--- config.mk ---
export PLATFORM = sky130hd
export DESIGN_NAME = cfo_seq
export DESIGN_NICKNAME = d
export VERILOG_FILES = /design/src/rtl/cfo_pkg.sv /design/src/rtl/cfo_wdog.sv /design/src/rtl/cfo_seq.sv
export SDC_FILE = /design/constraint.sdc
export NUM_CORES = 1
export LEC_CHECK = 0
export ABC_AREA = 1
export CORE_MARGIN = 5
export CORE_UTILIZATION = 55
export DETAILED_ROUTE_END_ITERATION = 6
export PLACE_DENSITY = 0.79
export SLEW_MARGIN = 20
export SYNTH_ARGS = -nofsm -noshare
export SYNTH_HDL_FRONTEND = slang
export SYNTH_SLANG_ARGS = --single-unit
--- constraint.sdc ---
create_clock -name clk -period 2.24 [get_ports clk]
set_input_delay 0.224 -clock clk [delete_from_list [all_inputs] [get_ports clk]]
set_output_delay 0.224 -clock clk [all_outputs]
set_load 0.05 [all_outputs]
--- src/rtl/cfo_pkg.sv ---
// cfo_pkg: shared types and default widths for the CFO estimation path.
// The sequencer, estimator and compensation blocks all import it.
package cfo_pkg;

  localparam int EST_W   = 16;    // signed estimator result width
  localparam int LAG_W   = 7;     // lag configuration bus width
  localparam int LAG_S   = 16;    // coarse pass lag (short preamble)
  localparam int LAG_L   = 64;    // fine pass lag (long preamble)
  localparam int TMO_W   = 12;    // watchdog counter width
  localparam int TMO_MAX = 4095;  // wait cycles allowed per pass

  typedef enum logic [2:0] {
    S_IDLE,
    S_C_GO,
    S_C_WAIT,
    S_F_GO,
    S_F_WAIT,
    S_SUM,
    S_DONE,
    S_TMO
  } cfo_state_t;

endpackage

--- src/rtl/cfo_wdog.sv ---
// cfo_wdog: per-pass watchdog counter.
// Ports:
//   clk    in  system clock
//   reset  in  synchronous active-high reset
//   clr    in  restart count at zero (issued on each GO state)
//   en     in  count one more wait cycle
//   term   out count has reached TMO_MAX-1 (last permitted wait cycle)
module cfo_wdog #(
  parameter int TMO_W   = 12,
  parameter int TMO_MAX = 4095
) (
  input  logic clk,
  input  logic reset,
  input  logic clr,
  input  logic en,
  output logic term
);

  logic [TMO_W-1:0] r_cnt;

  always_ff @(posedge clk) begin
    if (reset || clr) r_cnt <= '0;
    else if (en)      r_cnt <= r_cnt + 1'b1;
  end

  assign term = (r_cnt == TMO_W'(TMO_MAX - 1));

endmodule

--- src/rtl/cfo_seq.sv ---
// cfo_seq: frame-level CFO sequencer. Runs a coarse estimator pass at the
// short-preamble lag, then a fine pass at the long-preamble lag, and reports
// the full-width sum of both estimates. A watchdog aborts a pass whose
// estimator never answers and raises a sticky error.
// Ports:
//   clk, reset      clock, synchronous active-high reset
//   start, abort    frame request pulse / frame cancel level
//   est_go, est_lag go pulse and lag configuration to the estimator
//   est_done,est_val estimator completion pulse and signed result
//   cfo_out,cfo_valid coarse+fine sum and its one-cycle strobe
//   busy, err       not-idle indicator, sticky timeout flag
module cfo_seq #(
  parameter int EST_W   = 16,
  parameter int LAG_W   = 7,
  parameter int LAG_S   = 16,
  parameter int LAG_L   = 64,
  parameter int TMO_W   = 12,
  parameter int TMO_MAX = 4095
) (
  input  logic             clk,
  input  logic             reset,
  input  logic             start,
  input  logic             abort,
  output logic             est_go,
  output logic [LAG_W-1:0] est_lag,
  input  logic             est_done,
  input  logic [EST_W-1:0] est_val,
  output logic [EST_W:0]   cfo_out,
  output logic             cfo_valid,
  output logic             busy,
  output logic             err
);

  import cfo_pkg::*;

  cfo_state_t       r_state;
  logic [EST_W-1:0] r_coarse;
  logic [EST_W-1:0] r_fine;
  logic [EST_W:0]   r_cfo;
  logic             r_err;

  logic w_wait;
  logic w_wd_clr;
  logic w_wd_en;
  logic w_wd_term;

  assign w_wait   = (r_state == S_C_WAIT) || (r_state == S_F_WAIT);
  assign w_wd_clr = (r_state == S_C_GO) || (r_state == S_F_GO);
  // Stop counting once the pass resolves so the terminal check never wraps.
  assign w_wd_en  = w_wait && !est_done && !abort;

  cfo_wdog #(
    .TMO_W   (TMO_W),
    .TMO_MAX (TMO_MAX)
  ) u_wdog (
    .clk   (clk),
    .reset (reset),
    .clr   (w_wd_clr),
    .en    (w_wd_en),
    .term  (w_wd_term)
  );

  always_ff @(posedge clk) begin
    if (reset) begin
      r_state  <= S_IDLE;
      r_coarse <= '0;
      r_fine   <= '0;
      r_cfo    <= '0;
      r_err    <= 1'b0;
    end else if (abort && (r_state != S_IDLE)) begin
      // Abort beats est_done and timeout; results and err are left as-is.
      r_state <= S_IDLE;
    end else begin
      case (r_state)
        S_IDLE: begin
          if (start && !abort) begin
            r_err   <= 1'b0;
            r_state <= S_C_GO;
          end
        end
        S_C_GO: r_state <= S_C_WAIT;
        S_C_WAIT: begin
          if (est_done) begin
            r_coarse <= est_val;
            r_state  <= S_F_GO;
          end else if (w_wd_term) begin
            r_state <= S_TMO;
          end
        end
        S_F_GO: r_state <= S_F_WAIT;
        S_F_WAIT: begin
          if (est_done) begin
            r_fine  <= est_val;
            r_state <= S_SUM;
          end else if (w_wd_term) begin
            r_state <= S_TMO;
          end
        end
        S_SUM: begin
          // One extra bit holds any sum of two EST_W-bit signed values.
          r_cfo   <= {r_coarse[EST_W-1], r_coarse} + {r_fine[EST_W-1], r_fine};
          r_state <= S_DONE;
        end
        S_DONE: r_state <= S_IDLE;
        S_TMO: begin
          r_err   <= 1'b1;
          r_state <= S_IDLE;
        end
        default: r_state <= S_IDLE;
      endcase
    end
  end

  // Moore decode straight from the state register.
  assign est_go    = (r_state == S_C_GO) || (r_state == S_F_GO);
  assign est_lag   = ((r_state == S_F_GO) || (r_state == S_F_WAIT)) ?
                     LAG_W'(LAG_L) : LAG_W'(LAG_S);
  assign cfo_valid = (r_state == S_DONE);
  assign busy      = (r_state != S_IDLE);
  assign cfo_out   = r_cfo;
  assign err       = r_err;

endmodule

==> results.yml <==
global_route:
  grt_pass1_wl_um: 13900
  track_usage: 0.194
  gr-total-overflow: 0
  grt_pass1_vias: 3189
  grt_max_degree: 41
  antenna_found_initial: 0
power_and_ir_drop:
  p_switching_w: 0.000527
  p_clk_frac: 0.436
  power_density_mw_per_mm2: 510
  ir_drop_v: 0.000304
  p_int_w: 0.00174
  seqPwrFrac: 0.510
  leakage_nw: 2.01
  swShare: 0.233
  power.total_w: 0.00227
  power_frac_comb: 0.054
sta:
  clock.fmax_ghz: 0.477
  period_share: 0.937
  post-route-min-period_ns: 2.10
  setup_ws_ns: 0.141
  worst_slew_pin_slew_ns: 0.505
  hold_viol_final: 0
  setup_tns_ns: 0
  max-slew-margin-rel: 0.662
  rsz0062_at_grt: "no"
  setup_viol: 0
  slew_violations: 0
  clock-skew-final_ns: 0.00706
critical_path:
  end_kind: "output port"
  crit_path_start_kind: "flop"
  required_ns: 2.02
  cp.arrival_ns: 1.87
  worstPathCellList: "inv_2, nand2_2, clkdlybuf4s50_1"
  crit_type: "reg2out"
  critPathMaxFanout: 6
  critical-path-max-stage-delay_ns: 0.81
  cpMaxStageDelayCell: "clkdlybuf4s50_1"
clock_tree:
  cts.sinks: 65
  clockRootBuffer: "clkbuf_8"
  max-clock-path-buffers: 2
  cts_tree: "done"
  htreeDepth: 3
  clk_latency_ns: 0.34
  postCtsSetupBuffers: 0
  clk_pin_slew_ns: 0.07
  numCtsBuffers: 9
floorplan:
  ios: 49
  start_util: 0.564
  die_area_mm2: 0.00873
  rows: 30
  die_x_um: 93.4
  die_h_um: 93.4
  core_area_mm2: 0.00679
layout:
  multi_input_area_mm2: 0.00195
  final_common_cell: "nand2_1"
  syn_to_final_growth_pct: 16.1
  mostFrequentLayoutCells: "nand2_1 (132), inv_1 (108), dfxtp_1 (65), a21oi_1 (54), nor2_1 (44)"
  drive_above_1_share: 0.0682
  final_util: 0.654
  ff_latch_area_mm2: 0.00130
  fill_cells: 610
  num_antenna_cells: 0
  final_net_count: 652
synth:
  synth-main-ff-cell: "dfxtp_1"
  synth_top_area_frac: 0.340
  syn_inst: 573
  syn_area_per_cell_um2: 6.68
  synth_cell_types: 35
  netlist_area_mm2: 0.00383
  async_reset_ff_frac: 0
  synth_seq_cells: 65
  seq_area_frac_synth: 0.340
  yosysTopAreaCell: "dfxtp_1"
  synth_edf_count: 0
  synth_area_leaders: "dfxtp_1 (34%), nand2_1 (13%), inv_1 (11%), a21oi_1 (7.1%), ha_1 (5.9%)"
  yosys_warnings: 0
route:
  routedWlPerCell_um: 11.1
  first_pass_iters: 5
  num_vias: 3513
  postRouteAntennaNets: 0
  vias_per_cell: 4.93
  dr.first_iter.drc_count: 199
  drc: 0
  routed_wl_um: 7920
placement:
  globalplace.congestion: 0.915
  post-dp-hpwl_um: 6000
  io_buffers: 43
  dp_slack_ns: 0.352
hold_path:
  hp-class: "reg2reg"
status:
  outcome: "finished, final reports clean"
flow_run:
  cap_violations: 0
[worst max-delay path, delay by kind of cell (launching register included)]
family | cells | cell delay (ns)
AND/OR/NAND/NOR | 1 | 0.13
flip-flops | 1 | 0.45
buffers and inverters | 2 | 0.95
[final cells by class]
cell class / instances / area share
Sequential cell: 65 / 0.293
Clock buffer: 10 / 0.0310
Inverter: 114 / 0.0966
Multi-Input combinational cell: 376 / 0.438
Timing Repair Buffer: 46 / 0.102
Tap cell: 96 / 0.0270
Clock inverter: 5 / 0.0127
[cells in the mapped netlist (8+ instances only)]
| cell | instances |
|---|---|
| nand2_1 | 132 |
| inv_1 | 108 |
| dfxtp_1 | 65 |
| a21oi_1 | 54 |
| nor2_1 | 44 |
| nand3_1 | 32 |
| o21ai_0 | 27 |
| ha_1 | 18 |
| o21ai_1 | 16 |
| buf_6 | 8 |
| nor3_1 | 8 |
[cells by family after synthesis]
group | synth area share
XOR/XNOR | 0.0229
AO/OA/AOI/OAI | 0.141
flip-flops | 0.340
other | 0.000979
AND/OR/NAND/NOR | 0.276
adder cells (fa/ha/maj) | 0.0641
buffers and inverters | 0.156
[stage by stage]
step                      hold slack [ns]  instances  area, um2
after floorplan                     0.397        577       3840
after global placement              0.437        697       4250
after detailed placement            0.441        697       4250
after CTS                           0.452        712       4440
after global routing                0.472        712       4440
final                               0.451        712       4440
[final timing paths]
kind                              from                   endpoint  slack, ns  cells past startpoint
max reg2reg   r_coarse[0]$_SDFFE_PP0P_   cfo_out[16]$_SDFFE_PP0P_       0.40                     12
max            r_state[2]$_SDFFE_PP0P_                       busy       0.14                      3
min          r_coarse[15]$_SDFFE_PP0P_  r_coarse[15]$_SDFFE_PP0P_       0.45                      2
min reg2reg  r_coarse[15]$_SDFFE_PP0P_  r_coarse[15]$_SDFFE_PP0P_       0.45                      2
[per-layer routing]
layer,GRT usage,part of all wire,up-vias
li1,-,-,1864
met1,0.256,0.50,1552
met2,0.311,0.43,81
met3,0.0370,0.044,16
met4,0.0794,0.019,0
met5,0,0,-
[power by group through the flow]
stage	logic [W]	registers [W]	clock network (W)
final	0.000122	0.00116	0.000988
after CTS	0.000122	0.00116	0.00101
after floorplan	0.0000718	0.00118	0
after detailed placement	0.000121	0.00118	0
after global placement	0.000120	0.00118	0
after global routing	0.000133	0.00116	0.00107
[registers in the layout (all words and copies together), names as in the netlist]
| signal | cells |
|---|---|
| cfo_out | 17 |
| err | 1 |
| r_coarse | 16 |
| r_fine | 16 |
| r_state | 3 |
| u_wdog.r_cnt | 12 |
[what timing repair did]
action	4_1_cts	5_1_grt
resized for setup	1	1
hold buffers	0	0
setup endpoints to repair	1	1
(Power assumes the default switching activity.)
